===== src/rtl/bus_xfer_sequencer_if.sv =====
// Request handshake and enable bundle between the control unit and
// the register-transfer sequencer.
interface bus_xfer_sequencer_if;
    logic        req_valid;
    logic [4:0]  req_src;
    logic [4:0]  req_dst;
    logic        req_ready;
    logic [23:0] src_out;
    logic [23:0] dst_in;
    logic        busy;
    logic        done;
    logic        err;

    modport master (
        output req_valid,
        output req_src,
        output req_dst,
        input  req_ready,
        input  src_out,
        input  dst_in,
        input  busy,
        input  done,
        input  err
    );

    modport slave (
        input  req_valid,
        input  req_src,
        input  req_dst,
        output req_ready,
        output src_out,
        output dst_in,
        output busy,
        output done,
        output err
    );
endinterface


===== src/rtl/bus_xfer_sequencer.sv =====
// Sequences one register transfer: drive the source onto the bus,
// let it settle, then pulse the destination load enable.
module bus_xfer_sequencer #(
    parameter int unsigned SETTLE_CYCLES = 1,
    parameter int unsigned CNT_W         = 4
) (
    input logic                clk,
    input logic                reset_n,
    bus_xfer_sequencer_if.slave bus
);

    typedef enum logic [2:0] {
        IDLE,
        DRIVE,
        LOAD,
        DONE,
        ERR
    } state_e;

    localparam logic [CNT_W-1:0] CNT_LOAD = CNT_W'(SETTLE_CYCLES - 1);
    localparam logic [4:0]       CODE_LIM = 5'd24;

    state_e           state_q, state_d;
    logic [CNT_W-1:0] cnt_q, cnt_d;
    logic [4:0]       src_q, src_d;
    logic [4:0]       dst_q, dst_d;

    logic [23:0] src_out_q, src_out_d;
    logic [23:0] dst_in_q, dst_in_d;
    logic        ready_q, ready_d;
    logic        busy_q, busy_d;
    logic        done_q, done_d;
    logic        err_q, err_d;

    logic        hs;
    logic        bad_code;

    // Codes 24..31 decode to no enable at all.
    function automatic logic [23:0] dec24(input logic [4:0] c);
        logic [23:0] d;
        d = '0;
        for (int i = 0; i < 24; i++) begin
            d[i] = (c == 5'(i));
        end
        return d;
    endfunction

    assign hs       = bus.req_valid && ready_q;
    assign bad_code = (bus.req_src >= CODE_LIM) ||
                      (bus.req_dst >= CODE_LIM);

    always_comb begin
        state_d = state_q;
        cnt_d   = cnt_q;
        src_d   = src_q;
        dst_d   = dst_q;
        unique case (state_q)
            IDLE: begin
                if (hs) begin
                    src_d = bus.req_src;
                    dst_d = bus.req_dst;
                    if (bad_code) begin
                        state_d = ERR;
                    end else begin
                        state_d = DRIVE;
                        cnt_d   = CNT_LOAD;
                    end
                end
            end
            DRIVE: begin
                if (cnt_q == '0) begin
                    state_d = LOAD;
                end else begin
                    cnt_d = cnt_q - CNT_W'(1);
                end
            end
            LOAD:    state_d = DONE;
            DONE:    state_d = IDLE;
            ERR:     state_d = IDLE;
            default: state_d = IDLE;
        endcase
    end

    // Outputs are decoded from the next state so they are registered.
    always_comb begin
        src_out_d = '0;
        dst_in_d  = '0;
        ready_d   = 1'b0;
        busy_d    = 1'b0;
        done_d    = 1'b0;
        err_d     = 1'b0;
        unique case (state_d)
            IDLE: ready_d = 1'b1;
            DRIVE: begin
                src_out_d = dec24(src_d);
                busy_d    = 1'b1;
            end
            LOAD: begin
                src_out_d = dec24(src_d);
                dst_in_d  = dec24(dst_d);
                busy_d    = 1'b1;
            end
            DONE:    done_d = 1'b1;
            ERR:     err_d  = 1'b1;
            default: ready_d = 1'b0;
        endcase
    end

    always_ff @(posedge clk) begin
        if (!reset_n) begin
            state_q   <= IDLE;
            cnt_q     <= '0;
            src_q     <= '0;
            dst_q     <= '0;
            src_out_q <= '0;
            dst_in_q  <= '0;
            ready_q   <= 1'b1;
            busy_q    <= 1'b0;
            done_q    <= 1'b0;
            err_q     <= 1'b0;
        end else begin
            state_q   <= state_d;
            cnt_q     <= cnt_d;
            src_q     <= src_d;
            dst_q     <= dst_d;
            src_out_q <= src_out_d;
            dst_in_q  <= dst_in_d;
            ready_q   <= ready_d;
            busy_q    <= busy_d;
            done_q    <= done_d;
            err_q     <= err_d;
        end
    end

    assign bus.req_ready = ready_q;
    assign bus.src_out   = src_out_q;
    assign bus.dst_in    = dst_in_q;
    assign bus.busy      = busy_q;
    assign bus.done      = done_q;
    assign bus.err       = err_q;

endmodule


===== src/flat_wrapper.sv =====
// flat-port wrapper written by rule: the top's interface ports become plain ports
module bus_xfer_sequencer_flat 
#(
    parameter int unsigned SETTLE_CYCLES = 1,
    parameter int unsigned CNT_W         = 4
)
  (clk, reset_n, bus_req_valid, bus_req_src, bus_req_dst, bus_req_ready, bus_src_out, bus_dst_in, bus_busy, bus_done, bus_err);
  bus_xfer_sequencer_if bus_i ();
  input logic clk;
  input logic reset_n;
  input wire logic [$bits(bus_i.req_valid)-1:0] bus_req_valid;
  input wire logic [$bits(bus_i.req_src)-1:0] bus_req_src;
  input wire logic [$bits(bus_i.req_dst)-1:0] bus_req_dst;
  output wire logic [$bits(bus_i.req_ready)-1:0] bus_req_ready;
  output wire logic [$bits(bus_i.src_out)-1:0] bus_src_out;
  output wire logic [$bits(bus_i.dst_in)-1:0] bus_dst_in;
  output wire logic [$bits(bus_i.busy)-1:0] bus_busy;
  output wire logic [$bits(bus_i.done)-1:0] bus_done;
  output wire logic [$bits(bus_i.err)-1:0] bus_err;
  assign bus_i.req_valid = bus_req_valid;
  assign bus_i.req_src = bus_req_src;
  assign bus_i.req_dst = bus_req_dst;
  assign bus_req_ready = bus_i.req_ready;
  assign bus_src_out = bus_i.src_out;
  assign bus_dst_in = bus_i.dst_in;
  assign bus_busy = bus_i.busy;
  assign bus_done = bus_i.done;
  assign bus_err = bus_i.err;
  bus_xfer_sequencer #(.SETTLE_CYCLES(SETTLE_CYCLES), .CNT_W(CNT_W)) u_core (.clk(clk), .reset_n(reset_n), .bus(bus_i));
endmodule

===== config.mk =====
export PLATFORM = sky130hd
export DESIGN_NAME = bus_xfer_sequencer_flat
export DESIGN_NICKNAME = d
export VERILOG_FILES = /design/src/rtl/bus_xfer_sequencer_if.sv /design/src/rtl/bus_xfer_sequencer.sv /design/src/flat_wrapper.sv
export SDC_FILE = /design/constraint.sdc
export NUM_CORES = 1
export LEC_CHECK = 0
export BUFFER_PORTS_ARGS = -buffer_cell sky130_fd_sc_hd__buf_2
export CAP_MARGIN = 10
export CELL_PAD_IN_SITES_DETAIL_PLACEMENT = 1
export CELL_PAD_IN_SITES_GLOBAL_PLACEMENT = 1
export CORE_ASPECT_RATIO = 0.8
export CORE_MARGIN = 2
export CORE_UTILIZATION = 35
export CTS_BUF_LIST = sky130_fd_sc_hd__clkbuf_4
export DETAILED_ROUTE_END_ITERATION = 7
export GPL_TIMING_DRIVEN = 0
export PLACE_DENSITY = 0.77
export SYNTH_ARGS = -nofsm -noshare
export SYNTH_HDL_FRONTEND = slang
export SYNTH_SLANG_ARGS = --single-unit

===== constraint.sdc =====
create_clock -name clk -period 1.55 [get_ports clk]
set_input_delay 0.0775 -clock clk [delete_from_list [all_inputs] [get_ports clk]]
set_output_delay 0.0775 -clock clk [all_outputs]
set_load 0.01 [all_outputs]

==> metrics.md, run 1 <==
| Metric | Value |
|---|---|
| Status | finished, violations left |
| Failing checks | setup timing |
| Clk slew on worst S/H paths | 120 ps |
| # diodes | 0 |
| Post-Syn Area per Cell | 9.32 um2 |
| EDFF count, synth | 0 |
| Router iterations before antenna repair | 4 |
| Main synth FF type | dfxtp_1 |
| Fillers | 833 |
| GRT Resource Usage Total | 20.2% |
| Pleak | 1.61 nW |
| Max Fanout on Critical Path | 6 |
| Worst Path Buf+Inv | 2 |
| Crit path max-delay family | simple AND/OR/NAND/NOR gates |
| Final number of max-transition violations | 0 |
| Area Overhead vs Synth | 56.5% |
| CP startpoint kind | flip-flop |
| RSZ-0062 raised after global routing | true |
| Most frequent cells in the layout | dfxtp_1 (65), buf_2 (64), nor2_1 (41), nand2_1 (24), buf_4 (21) |
| Final hold vios | 0 |
| Final period util | 107% |
| CTS sink count | 69 |
| Setup CP Type | reg -> reg |
| Worst hold path type | in -> reg |
| Syn Inst Count | 290 |
| TritonCTS buffer count | 9 |
| Slew HR | 61.4% |
| GP Congestion | 0.821 |
| Initial antenna violation count | 0 |
| Clock buffer depth | 2 |
| Post-synth cell types | 50 |
| DR iter-0 viols | 75 |
| Slew of the pin with the lowest slew margin | 578 ps |
| Post-Layout Cell Count | 506 |
| Worst r2r path cells | 6 |
| Mapped cell area | 2700 um2 |
| Routed len/inst | 18.2 um |
| Detail Placement HPWL | 5.16 mm |
| PD cells | 1030 nW/um2 |
| Final setup viols | 39 |
| Global-route wire length before repair | 12.8 mm |
| FP Rows | 28 |
| IO Pins | 65 |
| Clk_skew | 15.8 ps |
| Worst setup path endpoint | u_core.bus.src_out[6] |
| Vias/cell | 5.09 |
| Root Driver | clkbuf_4 |
| Largest net degree at the start of global routing | 13 |
| Worst hold stages | 3 |
| Post-synth ARST share | 0% |
| Setup crit start | u_core.state_q[2] |
| Max stage delay cell, worst path | and4bb_4 |
| R2R setup slack | -110 ps |
| Final min period | 1660 ps |
| Fmax achieved | 601 MHz |
| CTS tree | built |
| Commonest non-fill, non-tap cell in the layout | dfxtp_1 |
| Clock Latency Late Sink | 430 ps |
| Nets | 411 |
| CP Capture Type | flip-flop |
| H-tree Lvls | 3 |
| Vias in the first global route | 2496 |
| Share of post-route cells with drive strength above 1 | 46.6% |
| Worst reg2reg path startpoint | u_core.state_q[2] |
| Worst path depth | 6 |
| YS warnings | 0 |
| Max cap viols | 0 |
| Core Footprint | 7430 um2 |
| Routed via count | 2574 |
| Post-Syn Nets | 305 |
| TNS Setup | -1710 ps |
| Synthesis-stage register bit count | 69 |
| Die area | 8450 um2 |
| Dpl cells | 457 |
| CP cell instances | buf_6 > and4bb_4 > nand2_8 > clkbuf_16 > a31oi_4 > nor2_1 |
| Critical Path Max Stage Delay | 440 ps |
| Slack of the critical path | -113 ps |
| Reg2reg end | u_core.bus.src_out[6] |
| Worst EP required | 1850 ps |
| IO Port Bufs | 62 |
| Crit path DAT | 1960 ps |
| Die X | 102 um |
| Final WL | 9.20 mm |
| Die Span Y | 82.6 um |
| Register area share after synthesis | 51.1% |
| ANT nets after route | 0 |
| Total gr overflow | 0 |
| Worst hold margin | 89.4 ps |
| DR DRC count | 0 |
| Initial core utilization | 36.4% |
| Post-Place Setup Slack | -222 ps |
| Max IR drop VDD | 0.469 mV |
==> through the flow <==
stage / area (um2) / utilization, % / total power, mW
6_report: 4230 / 57.0 / 4.37
5_1_grt: 4230 / 57.0 / 4.56
3_3_place_gp: 3150 / 42.4 / 2.53
2_1_floorplan: 2700 / - / 2.36
3_5_place_dp: 3150 / 42.4 / 2.55
4_1_cts: 3720 / 50.1 / 4.03
==> kinds of logic (layout without fill, tap and decap cells) <==
group,count (synthesis),in the layout,synth area share (%)
XOR/XNOR,2,2,0.648
AO/OA/AOI/OAI,46,46,14.2
buffers and inverters,31,141,5.27
AND/OR/NAND/NOR,137,138,26.8
multiplexers,3,3,1.11
adder cells (fa/ha/maj),2,2,0.925
flip-flops,69,69,51.1
==> timing repair <==
action	in CTS	in global routing
endpoints found under the setup margin	61	65
cloned	1	1
pin swaps	9	24
hold buffers	8	0
buffers inserted	11	13
resized for setup	45	70
endpoints found under the hold margin	8	0
==> worst min-delay path by stage <==
stage                                 end  slack [ps]      startpoint
after detailed placement  u_core.src_q[2]         380  bus_req_src[2]
after global placement    u_core.src_q[2]         370  bus_req_src[2]
after CTS                 u_core.src_q[1]          10  bus_req_src[1]
after global routing      u_core.src_q[1]          90  bus_req_src[1]
final                     u_core.src_q[1]          90  bus_req_src[1]
after floorplan           u_core.dst_q[1]         220  bus_req_dst[1]
==> registers in the layout, summed over array words and instances (netlist names) <==
name / cells
u_core.bus.req_ready: 1
u_core.cnt_q: 4
u_core.bus.dst_in: 24
u_core.bus.busy: 1
u_core.state_q: 3
u_core.bus.done: 1
u_core.dst_q: 5
u_core.bus.err: 1
u_core.bus.src_out: 24
u_core.src_q: 5
==> worst register-to-register path, stage by stage, from the launching register on <==
cell and delay [ps]:
dfxtp_2 350, buf_6 120, and4bb_4 440, nand2_8 120, clkbuf_16 190, a31oi_4 230
nor2_1 80
==> synthesized netlist by cell type, types with 6 or more instances <==
| master | number | area [um2] |
|---|---|---|
| nor4_1 | 10 | 62.6 |
| dfxtp_1 | 69 | 1380 |
| a21boi_0 | 10 | 75.1 |
| nand2b_1 | 7 | 43.8 |
| nand2_1 | 24 | 90.1 |
| nor2_1 | 51 | 191 |
| nor3_1 | 17 | 85.1 |
| a41oi_1 | 6 | 52.6 |
| inv_1 | 15 | 56.3 |
| a31oi_1 | 7 | 43.8 |
==> per-layer routing <==
layer	routed length (um)	vias up	global-route usage, %
li1	-	1225	-
met1	4070	1260	25.4
met2	4580	72	33.7
met3	394	17	6.14
met4	161	0	6.00
met5	0	-	0
==> cell type report <==
class / instances / area (um2) / share of cell area (%)
buffer: 15 / 125 / 2.96
clock buffer: 9 / 67.6 / 1.60
clock inverter: 7 / 88.8 / 2.10
inverter: 15 / 60.1 / 1.42
multi-input combinational: 191 / 1750 / 41.3
sequential: 69 / 1390 / 32.8
tap: 105 / 131 / 3.11
timing repair buffer: 95 / 619 / 14.6
==> power breakdown <==
group / internal (mW) / total [mW] / switching [mW]
Clock: 0.646 / 1.31 / 0.666
Combinational: 0.466 / 1.13 / 0.669
Sequential: 1.83 / 1.93 / 0.0902
No activity file was read; power rests on OpenSTA's default activity.
==> run 2, diff against run 1 <==
CORE_ASPECT_RATIO = 2   (was 0.8)
==> metrics.md, run 2 (synthesized netlist as in run 1, its figures left out) <==
| Metric | Value |
|---|---|
| Failing checks | setup timing |
| Slew HR | 62.5% (+1.0 points) |
| CP Capture Type | flip-flop |
| DR iter-0 viols | 100 (+33%) |
| Setup CP Type | reg -> reg |
| Final WL | 9.07 mm (-1.5%) |
| Initial core utilization | 35.8% (-0.57 points) |
| Clk slew on worst S/H paths | 120 ps (about the same) |
| GP Congestion | 0.881 (+7.3%) |
| Final period util | 104% (-2.9 points) |
| Final hold vios | 0 (unchanged) |
| Pleak | 1.57 nW (-2.6%) |
| Routed len/inst | 18.3 um (+0.69%) |
| IO Pins | 65 (unchanged) |
| Slack of the critical path | -67.9 ps (+45.0 ps) |
| Routed via count | 2575 (+0.039%) |
| RSZ-0062 raised after global routing | true |
| Max Fanout on Critical Path | 10 (+4) |
| Slew of the pin with the lowest slew margin | 563 ps (-15.4 ps) |
| Detail Placement HPWL | 5.46 mm (+5.8%) |
| PD cells | 987 nW/um2 (-4.5%) |
| Final Util | 53.6% (-3.3 points) |
| ANT nets after route | 0 (unchanged) |
| H-tree Lvls | 3 (unchanged) |
| CTS tree | built |
| Max cap viols | 0 (unchanged) |
| FP Rows | 45 (+61%) |
| Router iterations before antenna repair | 4 (unchanged) |
| Worst hold path type | in -> reg |
| GRT Resource Usage Total | 19.0% (-1.3 points) |
| Share of post-route cells with drive strength above 1 | 44.0% (-2.6 points) |
| Clock buffer depth | 2 (unchanged) |
| Worst EP required | 1920 ps (+70 ps) |
| Die Span Y | 128 um (+55%) |
| Max IR drop VDD | 0.493 mV (+5.2%) |
| Clock Latency Late Sink | 440 ps (about the same) |
| Die area | 8490 um2 (+0.45%) |
| Final setup viols | 26 (-33%) |
| CTS sink count | 69 (unchanged) |
| Design Power | 3.99 mW (-8.6%) |
| Dpl cells | 446 (-2.4%) |
| Post-Place Setup Slack | -208 ps (+13.6 ps) |
| Clk_skew | 20.5 ps (+4.67 ps) |
| Worst hold margin | 71.3 ps (-18.2 ps) |
| CP startpoint kind | flip-flop |
| Total gr overflow | 0 (unchanged) |
| Largest net degree at the start of global routing | 14 (+1) |
| DR DRC count | 0 (unchanged) |
| Global-route wire length before repair | 12.0 mm (-6.4%) |
| TritonCTS buffer count | 9 (unchanged) |
| IO Port Bufs | 62 (unchanged) |
| Design area | 4050 um2 (-4.3%) |
| Placed instance area | 3130 um2 (-0.44%) |
| Final min period | 1620 ps (-45.0 ps) |
| Fmax achieved | 618 MHz (+2.8%) |
| Vias/cell | 5.20 (+2.3%) |
| Nets | 410 (-0.24%) |
| TNS Setup | -568 ps (+1140 ps) |
| Post-Layout Cell Count | 495 (-2.2%) |
| Core Footprint | 7540 um2 (+1.6%) |
| Crit path DAT | 1990 ps (+30 ps) |
| Die X | 66.2 um (-35%) |
| Status | finished, violations left |
| Worst hold stages | 3 (unchanged) |
| Final number of max-transition violations | 0 (unchanged) |
| Most frequent cells in the layout | buf_2 (64), dfxtp_1 (64), nor2_1 (45), nand2_1 (24), buf_4 (18) |
| Initial antenna violation count | 1 (+1) |
| Root Driver | clkbuf_4 |
| Area Overhead vs Synth | 49.7% |
| Vias in the first global route | 2558 (+2.5%) |
| Worst r2r path cells | 6 (unchanged) |
-- run 2: changes by cell type in the layout (fill, tap and decap cells not counted), sizes merged --
cell      change
clkinv        -1
clkinvlp      +3
bufinv        -2
buf           -1
diode         +1
-- run 2: timing repair --
action	in CTS	in global routing
buffers inserted	10	14
hold endpoints to repair	8	0
cloned	0	2
pin swaps	11	38
endpoints found under the setup margin	62	64
hold buffers	8	0
gates resized for setup	47	51
-- run 2: path summary, 6_finish.rpt --
| kind | startpoint | to | slack (ps) |
|---|---|---|---|
| worst max-delay path | u_core.state_q[1] | u_core.bus.dst_in[11] | -70 |
| worst min-delay path | bus_req_src[1] | u_core.src_q[1] | 70 |
| worst max register to register | u_core.state_q[1] | u_core.bus.dst_in[11] | -70 |
| worst min register to register | u_core.cnt_q[1] | u_core.cnt_q[1] | 510 |
-- run 2: final cells by class --
cell class / count / area [um2]
Fill cell: 864 / 3500
Multi-Input combinational cell: 191 / 1610
Sequential cell: 69 / 1390
Timing Repair Buffer: 94 / 619
Buffer: 15 / 125
Tap cell: 94 / 118
Clock buffer: 9 / 67.6
Inverter: 15 / 60.1
Clock inverter: 7 / 51.3
Antenna cell: 1 / 2.50
-- run 2: critical path, cell delays in order (launching register included) --
cell	delay [ps]
dfxtp_2	370
buf_6	160
clkinvlp_4	230
buf_4	210
nand2_4	130
a31oi_2	190
nor3_1	240
-- run 2: report_power, final --
group | total, mW | leakage (nW) | internal [mW] | switching, mW
combinational | 1.06 | 0.953 | 0.427 | 0.636
sequential | 1.91 | 0.561 | 1.84 | 0.0783
clock | 1.02 | 0.0522 | 0.329 | 0.687
total | 3.99 | 1.57 | 2.59 | 1.40
-- run 2: per-layer routing --
metal  track usage (%)  vias up  part of all wire (%)
li1                  -     1224                     -
met1              17.9     1262                    33
met2              34.8       65                    60
met3              4.21       24                   3.0
met4              12.7        0                   4.0
met5                 0        -                     0
